## src/rtl/mem_bus_bridge.sv

```systemverilog
// Bridges core loads/stores onto a single-master request/grant bus, using a small posted-write FIFO.
// Optional macro BUS_TIMEOUT_EN adds a bus-wait watchdog that aborts with a bus_err pulse.
module mem_bus_bridge #(
  parameter int unsigned WBUF_DEPTH     = 2,
  parameter int unsigned TIMEOUT_CYCLES = 255
) (
  input  logic        i_clk,
  input  logic        i_rst,
  input  logic        mem_rw_mode,
  input  logic [31:0] mem_addr,
  input  logic [31:0] mem_write_data,
  input  logic [3:0]  mem_byte_en,
  input  logic        rd_req,
  output logic        busy,
  output logic [31:0] rd_data,
  output logic        rd_valid,
  output logic        wbuf_empty,
  output logic        bus_err,
  output logic        bus_req,
  output logic        bus_we,
  output logic [31:0] bus_addr,
  output logic [31:0] bus_wdata,
  output logic [3:0]  bus_be,
  input  logic        bus_gnt,
  input  logic        bus_rvalid,
  input  logic [31:0] bus_rdata
);

  localparam int PW = $clog2(WBUF_DEPTH);
  localparam int CW = PW + 1;

  typedef enum logic [1:0] {IDLE, WR, RD_ADDR, RD_DATA} state_t;

  state_t        state;
  logic [29:0]   fifo_addr [WBUF_DEPTH];
  logic [31:0]   fifo_data [WBUF_DEPTH];
  logic [3:0]    fifo_be   [WBUF_DEPTH];
  logic [PW-1:0] wr_ptr;
  logic [PW-1:0] rd_ptr;
  logic [CW-1:0] count;
  logic          wr_req;
  logic          full;
  logic          empty;
  logic          push;
  logic          pop;
  logic          timeout;

  assign wr_req = !mem_rw_mode && (mem_byte_en != 4'h0);
  assign full   = (count == CW'(WBUF_DEPTH));
  assign empty  = (count == '0);
  // Fullness is judged before this cycle's pop, so a full buffer never takes a push.
  assign push   = wr_req && !full;
  assign pop    = (state == WR) && (bus_gnt || timeout);

  assign busy       = (wr_req && full) || (rd_req && !rd_valid);
  assign wbuf_empty = empty && (state != WR);

  always_ff @(posedge i_clk or negedge i_rst) begin
    if (!i_rst) begin
      wr_ptr <= '0;
      rd_ptr <= '0;
      count  <= '0;
    end else begin
      if (push) wr_ptr <= wr_ptr + 1'b1;
      if (pop)  rd_ptr <= rd_ptr + 1'b1;
      case ({push, pop})
        2'b10:   count <= count + 1'b1;
        2'b01:   count <= count - 1'b1;
        default: ;
      endcase
    end
  end

  // Entry storage carries no reset; validity is tracked by count alone.
  always_ff @(posedge i_clk) begin
    if (push) begin
      fifo_addr[wr_ptr] <= mem_addr[31:2];
      fifo_data[wr_ptr] <= mem_write_data;
      fifo_be[wr_ptr]   <= mem_byte_en;
    end
  end

`ifdef BUS_TIMEOUT_EN
  logic [31:0] tmo_cnt;

  // Cleared in IDLE and on the RD_ADDR->RD_DATA hop, so each bus state gets a fresh budget.
  always_ff @(posedge i_clk or negedge i_rst) begin
    if (!i_rst) begin
      tmo_cnt <= '0;
    end else if (state == IDLE || timeout || (state == RD_ADDR && bus_gnt)) begin
      tmo_cnt <= '0;
    end else begin
      tmo_cnt <= tmo_cnt + 32'd1;
    end
  end

  assign timeout = (state != IDLE) && (tmo_cnt == 32'(TIMEOUT_CYCLES - 1));
`else
  assign timeout = 1'b0;
`endif

  always_ff @(posedge i_clk or negedge i_rst) begin
    if (!i_rst) begin
      state     <= IDLE;
      bus_req   <= 1'b0;
      bus_we    <= 1'b0;
      bus_addr  <= '0;
      bus_wdata <= '0;
      bus_be    <= '0;
      rd_data   <= '0;
      rd_valid  <= 1'b0;
      bus_err   <= 1'b0;
    end else begin
      rd_valid <= 1'b0;
      bus_err  <= 1'b0;
      case (state)
        IDLE: begin
          // Buffered writes always go first; the rd_valid guard stops a held rd_req re-issuing.
          if (!empty) begin
            state     <= WR;
            bus_req   <= 1'b1;
            bus_we    <= 1'b1;
            bus_addr  <= {fifo_addr[rd_ptr], 2'b00};
            bus_wdata <= fifo_data[rd_ptr];
            bus_be    <= fifo_be[rd_ptr];
          end else if (rd_req && !wr_req && !rd_valid) begin
            state     <= RD_ADDR;
            bus_req   <= 1'b1;
            bus_we    <= 1'b0;
            bus_addr  <= {mem_addr[31:2], 2'b00};
            bus_wdata <= '0;
            bus_be    <= 4'hF;
          end
        end
        WR: begin
          if (bus_gnt) begin
            state   <= IDLE;
            bus_req <= 1'b0;
          end else if (timeout) begin
            state   <= IDLE;
            bus_req <= 1'b0;
            bus_err <= 1'b1;
          end
        end
        RD_ADDR: begin
          if (bus_gnt) begin
            state   <= RD_DATA;
            bus_req <= 1'b0;
          end else if (timeout) begin
            state    <= IDLE;
            bus_req  <= 1'b0;
            rd_data  <= '0;
            rd_valid <= 1'b1;
            bus_err  <= 1'b1;
          end
        end
        RD_DATA: begin
          if (bus_rvalid) begin
            state    <= IDLE;
            rd_data  <= bus_rdata;
            rd_valid <= 1'b1;
          end else if (timeout) begin
            state    <= IDLE;
            rd_data  <= '0;
            rd_valid <= 1'b1;
            bus_err  <= 1'b1;
          end
        end
        default: begin
          state   <= IDLE;
          bus_req <= 1'b0;
        end
      endcase
    end
  end

endmodule

```

## config.mk

```make
export PLATFORM = sky130hd
export DESIGN_NAME = mem_bus_bridge
export DESIGN_NICKNAME = d
export VERILOG_FILES = /design/src/rtl/mem_bus_bridge.sv
export SDC_FILE = /design/constraint.sdc
export NUM_CORES = 1
export LEC_CHECK = 0
export BUFFER_PORTS_ARGS = -buffer_cell sky130_fd_sc_hd__buf_4
export CAP_MARGIN = 20
export CORE_MARGIN = 8
export CORE_UTILIZATION = 45
export CTS_BUF_LIST = sky130_fd_sc_hd__clkbuf_8
export DETAILED_ROUTE_END_ITERATION = 10
export PLACE_DENSITY = 0.7
export RECOVER_POWER = 100
export REMOVE_ABC_BUFFERS = 1
export SLEW_MARGIN = 15
export SYNTH_ARGS = -nofsm -noshare
export SYNTH_HDL_FRONTEND = slang
export SYNTH_SLANG_ARGS = --single-unit
```

## constraint.sdc

```tcl
create_clock -name i_clk -period 3.8 [get_ports i_clk]
set_input_delay 0.38 -clock i_clk [delete_from_list [all_inputs] [get_ports i_clk]]
set_output_delay 0.38 -clock i_clk [all_outputs]
set_load 0.01 [all_outputs]
```

=== Word level (Yosys, flattened, before mapping) ===
Memories as Yosys holds them, arrays and structs flattened.
Cells that the tools add are included.

* Add/subtract/negate cells: 4
* Equality and inequality tests: 13
* Reductions and logical operators: 23
* Multiplexer cells: 23

{| class="wikitable"
|+ Operators with widths
! operator !! count
|-
| 32-bit 2-to-1 mux || 4
|-
| 2-bit 2-to-1 mux || 5
|-
| 1-bit 2-to-1 mux || 9
|-
| 2-bit equality test, second input constant || 4
|-
| 1-bit logical AND || 8
|-
| 4-bit 2-to-1 mux || 2
|-
| 2-bit one-hot mux with 4 select lines || 1
|-
| 2-bit by 1-bit inequality test with 1-bit output, second input constant || 3
|-
| 2-bit inequality test, second input constant || 3
|-
| 2-bit by 1-bit equality test with 1-bit output, second input constant || 2
|-
| 1-bit zero test || 4
|-
| 2-bit zero test || 2
|-
| 2-bit one-hot mux with 2 select lines || 1
|-
| 2-bit AND reduction || 2
|-
| 4-bit AND reduction || 1
|-
| 2-bit nonzero test || 2
|-
| 4-bit nonzero test || 1
|-
| 3-bit inequality test, second input constant || 1
|-
| 3-bit AND reduction || 1
|-
| 1-bit adder, second input constant || 2
|-
| 2-bit by 1-bit adder with 2-bit output, second input constant || 1
|-
| 1-bit one-hot mux with 2 select lines || 1
|-
| 2-bit OR reduction || 1
|-
| 2-bit by 1-bit subtractor with 2-bit output, second input constant || 1
|-
| 1-bit logical OR || 1
|}

* Register bits: 109
* Output and inout bits: 106
* Input bits: 106
* Word-level logic and storage cells: 77
* Memories: 3
* RAM bits: 132

{| class="wikitable"
|+ Memories
! memory !! depth !! width !! rd ports !! clocked after Yosys merged registers in !! write ports !! line !! text
|-
| fifo_data || 2 || 32 || 1 || 0 || 1 || 36 || <nowiki>logic [31:0] fifo_data [WBUF_DEPTH];</nowiki>
|-
| fifo_addr || 2 || 30 || 1 || 0 || 1 || 35 || <nowiki>logic [29:0] fifo_addr [WBUF_DEPTH];</nowiki>
|-
| fifo_be || 2 || 4 || 1 || 0 || 1 || 37 || <nowiki>logic [3:0] fifo_be [WBUF_DEPTH];</nowiki>
|}

=== Longest topological paths before layout ===
* Depth after elaboration: 8
* Gate-level depth with buffers: 7
* Mapped depth without buffers: 7

=== Worst setup path before layout ===
OpenSTA, ideal clock, no wires.

* Path kind: input -> register
* Start point: input port mem_byte_en[0]
* End point: memory fifo_addr[0][0], enable pin
* Data arrival time: 3.493 ns
* Data required time: 3.310 ns
* Buffers on the path: 0
* Path slack: -0.183 ns
* Stages: 4
* Setup time: 0.490 ns
* Path through: nor4_4 -> nor2_2 -> nand2_1 -> nor2_1

* Longest elaborated chain between the ends: 5

{| class="wikitable"
|+ Ends and longest elaborated chain
! what !! line !! text
|-
| from (decl) || 12 || <nowiki>input logic [3:0] mem_byte_en,</nowiki>
|-
| 4-bit nonzero test || 48 || <nowiki>assign wr_req = !mem_rw_mode && (mem_byte_en != 4'h0);</nowiki>
|-
| 1-bit logical AND || 48 ||
|-
| 1-bit logical AND || 52 || <nowiki>assign push = wr_req && !full;</nowiki>
|-
| 1-bit 2-to-1 mux || 76 || <nowiki>if (push) begin</nowiki>
|-
| 1-bit 2-to-1 mux (implied by the code) || 77 || <nowiki>fifo_addr[wr_ptr] <= mem_addr[31:2];</nowiki>
|-
| to (decl) || 35 ||
|}

No other way between the ends.

=== Final worst setup path ===
* Start point: register state[0]
* End point: register bus_addr[19]

* Longest elaborated chain between the ends: 2

{| class="wikitable"
|+ Ends and longest elaborated chain
! what !! line !! text
|-
| from (decl) || 34 || <nowiki>state_t state;</nowiki>
|-
| from (signal assigned) || 104 || <nowiki>state <= IDLE;</nowiki>
|-
| from (signal assigned) || 120 || <nowiki>state <= WR;</nowiki>
|-
| from (signal assigned) || 127 || <nowiki>state <= RD_ADDR;</nowiki>
|-
| 2-bit zero test || 116 || <nowiki>case (state)</nowiki>
|-
| 2-bit AND reduction (no source line) || -- ||
|-
| to (signal assigned) || 123 || <nowiki>bus_addr <= {fifo_addr[rd_ptr], 2'b00};</nowiki>
|-
| to (signal assigned) || 130 || <nowiki>bus_addr <= {mem_addr[31:2], 2'b00};</nowiki>
|-
| to (decl) || 21 || <nowiki>output logic [31:0] bus_addr,</nowiki>
|}

No other way between the ends.
A chain may end at the register's enable or synchronous reset.

==> results.py <==
metrics = {
    "place": {
        "portBuffers": 206,
        "pre_cts_ws_ns": 1.24,
        "placed_cells": 1002,
        "gp_congestion": 0.761,
        "dp_hpwl_um": 13600,
        "placed_area_um2": 11000,
    },
    "cells_and_area": {
        "final_layout_size_suffix_gt1_share_pct": 23.1,
        "design_area_um2": 11200,
        "nFillCells": 1760,
        "nets": 891,
        "finalNonFillerCells": 1080,
        "area_growth_pct": 23.1,
        "n_antenna_cell": 0,
    },
    "grt": {
        "grt_max_degree": 67,
        "grt_use_total_pct": 16.7,
        "grt_pass1_vias": 6147,
        "antenna_found_initial": 0,
        "grt-ovfl-total": 0,
        "grt_pass1_wl_um": 32300,
    },
    "yosys": {
        "async_flop_share_pct": 44.8,
        "seq_area_frac_synth_pct": 72.8,
        "yosysTopAreaCell": "edfxtp_1",
        "netlist_area_um2": 9120,
        "yosys-top-cells-count": "edfxtp_1, dfrtp_1, mux2i_1",
        "synth_top_area_share_pct": 43.5,
        "synth-seq-cells": 239,
        "syn_avg_cell_area_um2": 16.7,
        "synth.distinct_cells": 38,
        "synth_area_leaders": "edfxtp_1, dfrtp_1, mux2_2",
        "yosysWarnings": 0,
        "netlist_instances": 545,
        "synth_top_flop_cell": "edfxtp_1",
        "yosys.cell_count.top_type": "edfxtp_1",
        "synth_edf_count": 132,
    },
    "clocking": {
        "cts_hold_buf": 4,
        "cts_tree": "yes",
        "postCtsSetupRepairBufs": 0,
        "cts_root_buffer": "clkbuf_8",
        "cts_resized": 0,
        "clk_pin_slew_ns": 0.06,
        "clock_path_buffers": 3,
        "h-tree-depth": 2,
        "clk_latency_ns": 0.53,
        "clock-sinks": 239,
        "cts_buffers": 40,
    },
    "setup_path": {
        "worst-endpoint-required_ns": 4.21,
        "slowest_stage": "o21ai_4",
        "max_stage_delay_ns": 0.68,
        "worstPathMaxFanout": 23,
        "cp_cell_sequence": "inv_1 > ha_1 > nand2_1 > o21ai_4 > clkbuf_1 > mux2_2",
        "critPathCaptureType": "register",
        "reg2reg_to": "bus_addr[19]$_DFFE_PN0P_",
        "worstSetupStartpointType": "register",
        "worstSetupPathType": "reg -> reg",
        "arrival_ns": 3.21,
        "worstRegToRegCells": 6,
        "rr_startpoint": "state[0]$_DFFE_PN0P_",
        "r2r_slack_ns": 0.99,
    },
    "power": {
        "peakVddDrop_mv": 0.607,
        "power.total_uw": 9540,
        "power.static_leakage_uw": 0.00448,
        "cellPowerDensity_nw_per_um2": 849,
    },
    "hold_path": {
        "hold_depth": 1,
        "worstHoldEndpoint": "fifo_data[0][5]$_DFFE_PP_",
        "worstHoldStart": "mem_write_data[5]",
        "hold_path_class": "in -> reg",
    },
    "sta": {
        "setup_slack_ns": 0.994,
        "worst_clock_skew_ns": 0.0272,
        "max_freq_mhz": 356,
        "rsz0062_at_grt": "false",
        "finalCriticalPeriod_ns": 2.81,
        "final-max-slew-violation-count": 125,
        "worstMarginPinSlew_ns": 1.75,
        "hold_viol": 0,
        "period_share_pct": 73.9,
        "max-slew-margin-rel_pct": -16.7,
        "setup_violations": 0,
        "holdWs_ns": 0.0687,
    },
    "detailed_routing": {
        "drc": 0,
        "num_vias": 5418,
        "routed_wl_um": 20800,
        "routedWlPerCell_um": 19.3,
        "dr.pass1.iters": 5,
        "drt_iter0_drc": 280,
        "ant_nets": 0,
        "vias_per_cell": 5.02,
    },
    "floorplan": {
        "fp-row-count": 52,
        "pin_count": 212,
        "initial_core_util_pct": 45.5,
        "core_region_area_um2": 20000,
        "die_h_um": 158,
        "die_w_um": 158,
        "dieArea_um2": 25100,
    },
    "job": {
        "drv_cap": 3,
    },
    "run_status": {
        "violations": "max-capacitance violations, max-slew violations",
        "outcome": "finished with violations",
    },
}
[cell usage in the layout (no fill, tap or decap), drive strengths merged, types with 7 or more instances in the layout]
master and n:
o2bb2ai 32, clkbuf 223, buf 40, nor2 7, nand2 34, dfrtp 107, mux2 63, o21ai 33
mux2i 68, inv 18, edfxtp 132, clkinv 12, ha 7
[stage by stage]
| step | TNS [ns] | util (%) |
|---|---|---|
| 2_1_floorplan | -12.08 | - |
| 3_3_place_gp | 0 | 54.7 |
| 3_5_place_dp | 0 | 54.7 |
| 4_1_cts | 0 | 59.1 |
| 5_1_grt | 0 | 56.1 |
| 6_report | 0 | 56.1 |
[worst max-delay path by stage]
stage | slack (ns) | endpoint | from | depth (start not counted)
2_1_floorplan | -0.18 | fifo_addr[0][0]$_DFFE_PP_ | mem_byte_en[0] | 4
3_3_place_gp | 1.31 | bus_addr[29]$_DFFE_PN0P_ | mem_byte_en[1] | 6
3_5_place_dp | 1.24 | bus_addr[4]$_DFFE_PN0P_ | mem_byte_en[1] | 6
4_1_cts | 1.26 | bus_addr[25]$_DFFE_PN0P_ | state[1]$_DFFE_PN0P_ | 6
5_1_grt | 0.72 | bus_wdata[25]$_DFFE_PN0P_ | state[0]$_DFFE_PN0P_ | 6
6_report | 0.99 | bus_addr[19]$_DFFE_PN0P_ | state[0]$_DFFE_PN0P_ | 6
[layout make-up]
class                           count  area (um2)  share of cell area [%]
Inverter                            6        22.5                   0.201
Timing Repair Buffer              219        1080                    9.65
Clock inverter                     26         164                    1.46
Tap cell                          270         338                    3.01
Sequential cell                   239        6650                    59.2
Clock buffer                       48         661                    5.88
Multi-Input combinational cell    272        2320                    20.6
[kinds of logic after synthesis]
group / synth area share, %
other: 0.0411
AO/OA/AOI/OAI: 5.95
buffers and inverters: 2.02
XOR/XNOR: 0.480
adder cells (fa/ha/maj): 0.960
flip-flops: 72.8
AND/OR/NAND/NOR: 2.51
multiplexers: 15.2
[routing by layer]
layer / up-vias / wire length [um] / global-route usage [%]
met3: 35 / 1720 / 5.73
met2: 177 / 10600 / 29.6
li1: 2508 / - / -
met4: 0 / 444 / 6.11
met5: - / 0 / 0
met1: 2698 / 8050 / 18.2
[worst max-delay path: cells and delay by family, from the launching register on]
kind            cells  cell delay [ns]
compound gates      1             0.68
fa+ha+maj           1             0.26
buf+inv             2             0.76
flops               1             0.43
mux                 1             0.41
simple gates        1             0.13
[registers in the layout, indices dropped and copies added (netlist names)]
name / count
fifo_data: 64
bus_be: 4
fifo_addr: 60
state: 2
rd_ptr: 1
bus_we: 1
bus_addr: 30
count: 2
bus_req: 1
rd_data: 32
bus_wdata: 32
wr_ptr: 1
rd_valid: 1
fifo_be: 8
[where the power goes]
| group | total, uW | leakage (uW) | switching, uW | internal (uW) |
|---|---|---|---|---|
| clock | 2270 | 0.000472 | 986 | 1290 |
| combinational | 3000 | 0.00149 | 1700 | 1300 |
| sequential | 4260 | 0.00252 | 554 | 3710 |
(Power assumes the default switching activity.)
